**src/rtl/fd_de_pipeline_regs.sv**
```systemverilog
// fd_de_pipeline_regs: PC, F/D and D/E pipeline registers honouring StallF/StallD/FlushE/PCSrcD, plus saturating stall/bubble counters (Clk/Reset, hazard controls, F-stage inputs -> PCF/InstrD/PCPlus4D, D-stage fields -> E outputs, StallCount/BubbleCount)
module fd_de_pipeline_regs #(
  parameter int WIDTH = 32,
  parameter logic [WIDTH-1:0] RESET_PC = '0
) (
  input  logic             Clk,
  input  logic             Reset,
  input  logic             StallF,
  input  logic             StallD,
  input  logic             FlushE,
  input  logic             PCSrcD,
  input  logic [WIDTH-1:0] PCNextF,
  input  logic [WIDTH-1:0] InstrF,
  input  logic [WIDTH-1:0] PCPlus4F,
  output logic [WIDTH-1:0] PCF,
  output logic [WIDTH-1:0] InstrD,
  output logic [WIDTH-1:0] PCPlus4D,
  input  logic             RegWriteD,
  input  logic             MemtoRegD,
  input  logic             MemWriteD,
  input  logic             ALUSrcD,
  input  logic             RegDstD,
  input  logic [2:0]       ALUControlD,
  input  logic [WIDTH-1:0] RD1D,
  input  logic [WIDTH-1:0] RD2D,
  input  logic [WIDTH-1:0] SignImmD,
  input  logic [4:0]       RsD,
  input  logic [4:0]       RtD,
  input  logic [4:0]       RdD,
  output logic             RegWriteE,
  output logic             MemtoRegE,
  output logic             MemWriteE,
  output logic             ALUSrcE,
  output logic             RegDstE,
  output logic [2:0]       ALUControlE,
  output logic [WIDTH-1:0] RD1E,
  output logic [WIDTH-1:0] RD2E,
  output logic [WIDTH-1:0] SignImmE,
  output logic [4:0]       RsE,
  output logic [4:0]       RtE,
  output logic [4:0]       RdE,
  output logic [15:0]      StallCount,
  output logic [15:0]      BubbleCount
);
  localparam int DEW = 3 * WIDTH + 23;
  logic [WIDTH-1:0] pcf_q, pcf_d, fd_instr_q, fd_instr_d, fd_pcp4_q, fd_pcp4_d;
  logic [DEW-1:0] de_q, de_d;
  logic [15:0] stall_cnt_q, stall_cnt_d, bubble_cnt_q, bubble_cnt_d;
  logic [16:0] bubble_sum;
  always_comb begin
    pcf_d = StallF ? pcf_q : PCNextF;
    fd_instr_d = StallD ? fd_instr_q : PCSrcD ? '0 : InstrF;
    fd_pcp4_d = StallD ? fd_pcp4_q : PCSrcD ? '0 : PCPlus4F;
    de_d = FlushE ? '0 : {RegWriteD, MemtoRegD, MemWriteD, ALUSrcD, RegDstD, ALUControlD,
                          RD1D, RD2D, SignImmD, RsD, RtD, RdD};
    stall_cnt_d = (StallD && stall_cnt_q != 16'hFFFF) ? stall_cnt_q + 16'd1 : stall_cnt_q;
    bubble_sum = {1'b0, bubble_cnt_q} + 17'(FlushE) + 17'(PCSrcD & ~StallD);
    bubble_cnt_d = bubble_sum[16] ? 16'hFFFF : bubble_sum[15:0];
  end
  always_ff @(posedge Clk or posedge Reset) begin
    if (Reset) begin
      pcf_q <= RESET_PC;
      fd_instr_q <= '0;
      fd_pcp4_q <= '0;
      de_q <= '0;
      stall_cnt_q <= '0;
      bubble_cnt_q <= '0;
    end else begin
      pcf_q <= pcf_d;
      fd_instr_q <= fd_instr_d;
      fd_pcp4_q <= fd_pcp4_d;
      de_q <= de_d;
      stall_cnt_q <= stall_cnt_d;
      bubble_cnt_q <= bubble_cnt_d;
    end
  end
  assign PCF = pcf_q;
  assign InstrD = fd_instr_q;
  assign PCPlus4D = fd_pcp4_q;
  assign {RegWriteE, MemtoRegE, MemWriteE, ALUSrcE, RegDstE, ALUControlE,
          RD1E, RD2E, SignImmE, RsE, RtE, RdE} = de_q;
  assign StallCount = stall_cnt_q;
  assign BubbleCount = bubble_cnt_q;
endmodule

```
**config.mk**
```make
export PLATFORM = sky130hd
export DESIGN_NAME = fd_de_pipeline_regs
export DESIGN_NICKNAME = d
export VERILOG_FILES = /design/src/rtl/fd_de_pipeline_regs.sv
export SDC_FILE = /design/constraint.sdc
export NUM_CORES = 1
export LEC_CHECK = 0
export BUFFER_PORTS_ARGS = -buffer_cell sky130_fd_sc_hd__buf_2
export CAP_MARGIN = 20
export CORE_AREA = 5 5 178 180
export CTS_CLUSTER_SIZE = 30
export DETAILED_ROUTE_END_ITERATION = 10
export DIE_AREA = 0 0 183 185
export PLACE_DENSITY = 0.57
export SLEW_MARGIN = 20
export SYNTH_ARGS = -nofsm -noshare
export SYNTH_HDL_FRONTEND = slang
export SYNTH_SLANG_ARGS = --single-unit
```
**constraint.sdc**
```tcl
create_clock -name Clk -period 13.1 [get_ports Clk]
set_clock_uncertainty 0.15 [all_clocks]
set_input_delay 2.62 -clock Clk [delete_from_list [all_inputs] [get_ports Clk]]
set_output_delay 2.62 -clock Clk [all_outputs]
set_load 0.005 [all_outputs]
```
Word level (Yosys, flattened, before mapping) --
Index checks and enable logic that the tools add are counted.
Word-level totals: register bits 247, latch bits 0, memory bits (writable) 0, bits in read-only memories 0, input bits 221, logic and storage cells 17, memories kept 0
Cells by class: add/sub/neg operators 3, multipliers 0, divide/modulo/power cells 0, $lt $le $gt $ge 0, equal/unequal tests 1, shifts and indexed selects 0, multiplexer cells 4, bitwise operators 2, reduce and logical (&&, ||, !) cells 1
Operators by type and width (count):
- $mux 119 | 1
- $mux 32 | 2
- $add 16x1->17 | 1
- $add 17x17->17 | 1
- $and 1x17->17 | 1
- $not 1->17 | 1
- $add 16x1->16 const B | 1
- $mux 16 | 1
- $ne 16x16->1 const B | 1
- $logic_and 1x1->1 | 1

Logic depth before layout (Yosys ltp) --
Gate-level depths: netlist (run 1).
depth in word-level cells 4, depth in mapped cells 11, depth with buffers taken out 8

Worst setup path before layout (run 1) --
OpenSTA, ideal clock, no wires.
kind input to register, from input StallD, to register bubble_cnt_q[13], in the netlist BubbleCount[13], arrival time 4.678 ns, setup slack 8.206 ns, stages 11, buffers on the path 3, cell sequence clkbuf_1 -> clkbuf_1 -> nand2b_1 -> fa_1 -> inv_1 -> ha_1 -> inv_1 -> nor4_1 -> nand3_1 -> buf_2 -> nand2_1
On the way: cells in the longest elaborated chain, start to end 4
Ends and longest elaborated chain:
- start: declaration | line 9 | input logic StallD,
- $not 1->17 | line 57 | bubble_sum = {1'b0, bubble_cnt_q} + 17'(FlushE) + 17'(PCSrcD & ~StallD);
- $and 1x17->17 | line 57
- $add 17x17->17 | line 57
- $mux 16 | line 58 | bubble_cnt_d = bubble_sum[16] ? 16'hFFFF : bubble_sum[15:0];
- named net bubble_cnt_d[13] | line 48 | logic [15:0] stall_cnt_q, stall_cnt_d, bubble_cnt_q, bubble_cnt_d;
- end signal: assignment | line 74 | bubble_cnt_q <= bubble_cnt_d;
- end: declaration | line 48
The timed path passes the listed nets, and every way through them passes these cells. A chain may end at the register's enable or synchronous reset.

Final worst setup path (run 1) --
from input StallD, to register bubble_cnt_q[0], in the netlist BubbleCount[0]
Same word-level chain as after synthesis.

==> qor.txt, run 1 <==
dpl hpwl = 19.91 mm
Worst EP arrival = 5.33 ns
clock buffer depth = 3
fmax = 0.1990 GHz
Hold Violations, Final = 0
highest-delay cell along the critical path = nand3_1
commonest cells after routing, fill and taps aside = buf_2, dfrtp_1, nor2b_1, a22o_1, mux2_2
RSZ-0062 raised after global routing = false
area of the multi-input gates = 2420 um2
Detailed Route Iter0 Violations = 210
number of global-route vias before repair = 6860
Worst Setup End Kind = register
Synth Area in XOR/XNOR = 0.02002
Crit path largest cell delay = 0.49 ns
Synth Cell Area = 8748 um2
outcome = complete, no violations
pwr dens = 155.0 nW/um2
measured slew at the worst slew-check pin = 0.9388 ns
critical path class = input pin to register
CTS hold repair buffers = 0
CP delay by family, top = simple AND/OR/NAND/NOR gates
mux share of post-synthesis cell area = 0.04248
area growth from synthesis to layout = 43.24%
Simple-Gate Fraction of Synth Area = 0.1329
synthesis-stage register bit count = 247
Clock Root Buffer = clkbuf_16
Setup crit start kind = input pin
Die Y = 185 um
NumNets Final = 1310
die area = 33860 um2
Tmin final = 5.026 ns
post-synthesis sequential area ratio = 0.7065
GPL Wtd Cong = 0.8094
CTS Buf Count = 28
worst hold path type = register to register
Synth Area per Inst = 14.20 um2
Initial DRT Pass Iterations = 4
total wire length = 26.67 mm
total number of vias = 6539
remaining global-route overflow = 0
Mapped Nets = 840
GR Util All Layers = 0.1479
commonest non-fill, non-tap cell in the layout = buf_2
setup tns final = 0 ns
Resize count post-CTS = 0
Worst Hold Launch = PCF[4]
Tcrit/Tclk final = 0.3837
total core area = 30030 um2
max-cap check violation count = 0
Ports = 468
Compound-Gate Fraction of Synth Area = 0.07523
slew margin rel. = 0.3741
register area = 6181 um2
Worst Hold Slack = 0.3493 ns
Initial Util = 0.2913
clock transition at the registers of the reported paths = 0.06 ns
Layout fillers = 2913
critical path required time = 13.40 ns
critical path cell sequence = buf_2, buf_4, nand2b_1, fa_1, inv_1, ha_1, inv_1, nor4_1, nand3_1, nand2_1
initial antenna violation count = 6
IO Port Bufs = 467
most frequent cell on the critical path = inv_1
number of synthesized flops with an enable pin = 0
Worst Path Max Fanout = 70
CTS tree = built
Yosys cell types = 36
Final Power = 1.942 mW
Residual DRC = 0
# rows = 64
remaining antenna violation count = 0
Vias/cell = 4.345
Peak VDD IR = 91.60 uV
Max Slew Vio Count = 0
post-synthesis adder-cell area fraction = 0.005149
R2R Path Start = BubbleCount[0]
Crit. Startpoint = StallD
first-pass GRT wire length = 39.67 mm
Synthesis Warnings = 0
CTS Sinks = 247
H-tree depth = 1
Setup Viol. Count Final = 0
fraction of layout instances using a drive strength above 1 = 0.5095
Die X-Extent = 183 um
Post-CTS Setup Inserts = 0
P_leak = 6.682 nW
Buf/Inv on CP = 4
wire per inst = 17.72 um
Synth Flop Type = dfrtp_1
largest net degree at the start of global routing = 112
synthesized netlist cell count = 616
ys async rst share = 1.000
largest family of logic cells by synthesized area = simple AND/OR/NAND/NOR gates
Clock Latency Late Sink = 0.53 ns
[worst paths after layout]
| kind | depth (start not counted) | slack [ns] | to |
|---|---|---|---|
| max reg2reg | 8 | 10.50 | BubbleCount[0] |
| max | 10 | 8.07 | BubbleCount[0] |
| min reg2reg | 1 | 0.35 | PCF[4] |
| min in group asynchronous | 2 | 2.10 | de_q[24] |
| min | 1 | 0.35 | PCF[4] |
| max in group asynchronous | 3 | 9.24 | StallCount[7] |
[final cells by class]
| class | instances | area share |
|---|---|---|
| antenna | 2 | 0.0003994 |
| clock buffer | 39 | 0.06730 |
| multi-input combinational | 328 | 0.1931 |
| timing repair buffer | 472 | 0.1897 |
| inverter | 9 | 0.003295 |
| tap | 396 | 0.03954 |
| sequential | 247 | 0.4933 |
| clock inverter | 12 | 0.01338 |
[where the power goes]
group / switching (mW) / internal, mW
combinational: 0.112 / 0.117
clock: 0.311 / 0.526
sequential: 0.0485 / 0.827
total: 0.472 / 1.47
[registers in the layout, indices dropped and copies added, names as in the netlist]
name,count
PCF,32
StallCount,16
BubbleCount,16
InstrD,32
de_q,119
PCPlus4D,32
[metrics by stage]
| stage | cell area [um2] | std cells | util | setup slack (ns) |
|---|---|---|---|---|
| floorplan | 8748 | 616 | - | 3.543 |
| global placement | 11510 | 1452 | 0.3835 | 7.584 |
| detailed placement | 11510 | 1452 | 0.3835 | 7.504 |
| CTS | 12530 | 1503 | 0.4171 | 8.080 |
| global route | 12530 | 1504 | 0.4172 | 7.755 |
| finish | 12530 | 1505 | 0.4173 | 8.074 |
[worst register-to-register path: stages, from the launching register on]
cell	delay, ns
dfrtp_1	0.33
inv_1	0.05
fa_1	0.41
inv_1	0.07
ha_1	0.25
inv_1	0.12
nor4_1	0.46
nand3_1	0.49
nand2_1	0.20
[metal layers]
layer  GRT usage  up-vias  wire length [um]
li1            -     3035                 -
met1      0.1723     3134              9729
met2      0.2499      312             12990
met3     0.06108       52              3030
met4     0.04678        6               882
met5           0        -                34
[cell usage after synthesis, types with 4 or more instances]
master / count / area, um2
nand3_1: 8 / 40.04
nand4_1: 9 / 56.30
nor4_1: 4 / 25.02
nor2_1: 7 / 26.28
inv_1: 9 / 33.78
clkbuf_1: 27 / 101.4
dfrtp_1: 247 / 6181
nand2_1: 21 / 78.83
nor2b_1: 121 / 757.0
xnor2_1: 7 / 61.31
nor3_1: 5 / 25.02
a22o_1: 64 / 560.5
a21oi_1: 6 / 30.03
mux2_2: 33 / 371.6
buf_1: 4 / 15.01
xor2_1: 13 / 113.9
[cell families after synthesis]
| group | after synthesis |
|---|---|
| and+or+nand+nor | 193 |
| DFF | 247 |
| AOI/OAI and AO/OA | 79 |
| muxes | 33 |
| xor gates and xnor gates | 20 |
| adders and majority gates | 3 |
| buffers and inverters | 41 |
Note: power is estimated with default switching activity, not from simulation.
==> run 2, diff against run 1 <==
ABC_AREA = 1   (was unset)
CORE_AREA = 5 5 177 179   (was 5 5 178 180)
DIE_AREA = 0 0 182 184   (was 0 0 183 185)
PLACE_DENSITY = 0.63   (was 0.57)
clock period = 4.1 ns   (was 13.1 ns; I/O delays follow)
==> qor.txt, run 2 <==
outcome = complete, no violations
CTS hold repair buffers = 0 (unchanged)
final std cells w/o fill = 1841 (+22%)
ys async rst share = 1.000 (unchanged)
Synth top cells by count = dfrtp_1, inv_1, nand2_1
Mapped Nets = 1187 (+41%)
GPL Wtd Cong = 0.8575 (+5.9%)
Top reg by flops = de_q
total core area = 29400 um2 (-2.1%)
Worst EP arrival = 2.70 ns (-2.63 ns)
Initial DRT Pass Iterations = 6 (+2)
Ports = 468 (unchanged)
max FFs per register = 119 (unchanged)
NumNets Final = 1658 (+27%)
number of synthesized flops with an enable pin = 0 (unchanged)
dpl hpwl = 21.56 mm (+8.3%)
remaining global-route overflow = 0 (unchanged)
clock transition at the registers of the reported paths = 0.06 ns (about the same)
measured slew at the worst slew-check pin = 0.7163 ns (-0.2224 ns)
remaining antenna violation count = 0 (unchanged)
post-synth top area share = 0.6539 (-0.05265)
clock buffer depth = 3 (unchanged)
Clock Root Buffer = clkbuf_16
CTS tree = built
ranking of synthesized cells by area = dfrtp_1, inv_1, nand2_1
Crit. Startpoint = StallD
slew margin rel. = 0.5224 (+0.1483)
worst setup path end = BubbleCount[15]
CTS Buf Count = 27 (-3.6%)
number of global-route vias before repair = 7906 (+15%)
Synthesis Warnings = 0 (unchanged)
most frequent cell after synthesis = dfrtp_1
first-pass GRT wire length = 42.72 mm (+7.7%)
worst hold path type = input pin to asynchronous set/reset pin
Tcrit/Tclk final = 0.5859
Tmin final = 2.402 ns
Detailed Route Iter0 Violations = 383 (+82%)
flop2flop setup slack = 1.89 ns (-8.61 ns)
Layout fillers = 2872 (-1.4%)
Post-CTS Setup Inserts = 0 (unchanged)
commonest non-fill, non-tap cell in the layout = buf_2
largest net degree at the start of global routing = 87 (-22%)
Synth Flop Type = dfrtp_1
Yosys cell types = 28 (-22%)
Vias/cell = 4.145 (-4.6%)
register area = 6181 um2 (unchanged)
die area = 33490 um2 (-1.1%)
critical path required time = 4.40 ns (-9.00 ns)
total number of vias = 7631 (+17%)
Worst Slack Setup Final = 1.698 ns (-6.376 ns)
Resize count post-CTS = 0 (unchanged)
Worst Setup End Kind = register
placement-stage worst setup slack = 1.097 ns (-6.407 ns)
Placed Cells = 1795 (+24%)
Worst Hold Slack = 0.06011 ns (-0.2892 ns)
critical path class = input pin to register
Worst Path Max Fanout = 13 (-81%)
Crit path largest cell delay = 0.44 ns (-0.05 ns)
Initial Util = 0.3215 (+0.03017)
Reg2Reg Depth = 10 (+2)
Residual DRC = 0 (unchanged)
Hold Violations, Final = 0 (unchanged)
Peak VDD IR = 307.2 uV (+240%)
area growth from synthesis to layout = 38.28%
wire per inst = 15.17 um (-14%)
cell taking the most area after synthesis = dfrtp_1
max-cap check violation count = 0 (unchanged)
Die X-Extent = 182 um (-0.55%)
Synth Area per Inst = 9.816 um2 (-31%)
capture point of the worst reg-to-reg path = BubbleCount[15]
total wire length = 27.92 mm (+4.7%)
Setup crit start kind = input pin
P_leak = 7.699 nW (+15%)
# rows = 63 (-1.6%)
GR Util All Layers = 0.1591 (+0.01125)
synthesized netlist cell count = 963 (+56%)
pwr dens = 446.9 nW/um2 (+190%)
Synth Cell Area = 9453 um2 (+8.1%)
RSZ-0062 raised after global routing = false
critical path cell sequence = buf_2, inv_1, nand2_1, fa_1, inv_1, ha_1, nand2_1, inv_1, nand3_2, nor2_1, nand3_2, nand3_1
Die Y = 184 um (-0.54%)
fraction of layout instances using a drive strength above 1 = 0.3899 (-0.1196)
most frequent cell on the critical path = inv_1
commonest cells after routing, fill and taps aside = buf_2, dfrtp_1, inv_1, nand2_1, nor2_1
Clock Latency Late Sink = 0.53 ns (about the same)
Max Slew Vio Count = 0 (unchanged)
H-tree depth = 1 (unchanged)
Setup Viol. Count Final = 0 (unchanged)
post-synthesis sequential area ratio = 0.6539 (-0.05265)
R2R Path Start = BubbleCount[0]
area of the multi-input gates = 2318 um2 (-4.2%)
initial antenna violation count = 7 (+1)
highest-delay cell along the critical path = fa_1
CTS Sinks = 247 (unchanged)
IO Port Bufs = 467 (unchanged)
synthesis-stage register bit count = 247 (unchanged)
fmax = 0.4163 GHz
[run 2: changes by cell type after synthesis, moves of 4 or more]
cell      previous run  this run
a22o_1              64         0
nand2_1             21       157
buf_2                1         5
xor2_1              13         5
inv_1                9       213
nor2_1               7       141
nand3_1              8        18
o21ai_0              2        68
a21oi_1              6         0
nor2b_1            121         0
nor4_1               4         0
nand3b_1             2         8
nor2_2               0         7
[run 2: report_power, final]
| part | leakage [nW] | switching, mW | internal (mW) |
|---|---|---|---|
| Sequential | 3.16 | 0.136 | 2.64 |
| Clock | 0.415 | 0.932 | 1.39 |
| Combinational | 4.13 | 0.402 | 0.343 |
[run 2: area by class of cell]
class	instances	area share
flip-flops and latches	247	0.4729
inverters	215	0.06212
repair buffers	475	0.1855
diodes	2	0.0003829
multi-input cells	468	0.1774
well taps	390	0.03733
clock buffers	36	0.05734
clock inverters	8	0.007083
[run 2: worst min path at each step]
stage,start,end,cells after the start
2_1_floorplan,InstrD[0],InstrD[0],2
3_3_place_gp,PCPlus4D[29],PCPlus4D[29],2
3_5_place_dp,InstrD[16],InstrD[16],2
4_1_cts,Reset,de_q[69],2
5_1_grt,Reset,de_q[69],2
6_report,Reset,de_q[69],2
[run 2: per-layer routing]
layer	up-vias	part of all wire	global-route usage
met5	-	0.0022	0
met4	10	0.032	0.05524
met3	67	0.11	0.06648
met2	331	0.49	0.2695
met1	3441	0.37	0.1825
li1	3782	-	-
[run 2: critical path: cells and delay by family]
kind                       cells  cell delay (ns)
adders and majority gates      2             0.59
buffers and inverters          4             0.39
and+or+nand+nor                6             0.90
[run 2: logic make-up (layout without fill, tap and decap cells)]
group                    after synthesis  count (layout)  synth area share
adder cells (fa/ha/maj)                3               3          0.004765
XOR/XNOR                               9               9          0.008338
AND/OR/NAND/NOR                      354             354            0.1570
multiplexers                          32              32           0.03812
buffers and inverters                248             734            0.1009
AO/OA/AOI/OAI                         70              70           0.03706
other                                  0               2                 0
flip-flops                           247             247            0.6539
[run 2: per-stage QoR]
step           total power, mW  utilization  TNS, ns  cell area [um2]
2_1_floorplan            3.128            -   -28.59             9457
6_report                 5.842       0.4446        0            13070
3_5_place_dp             3.589       0.4158        0            12220
3_3_place_gp             3.575       0.4158        0            12220
5_1_grt                  6.158       0.4445        0            13070
4_1_cts                  5.955       0.4444        0            13070
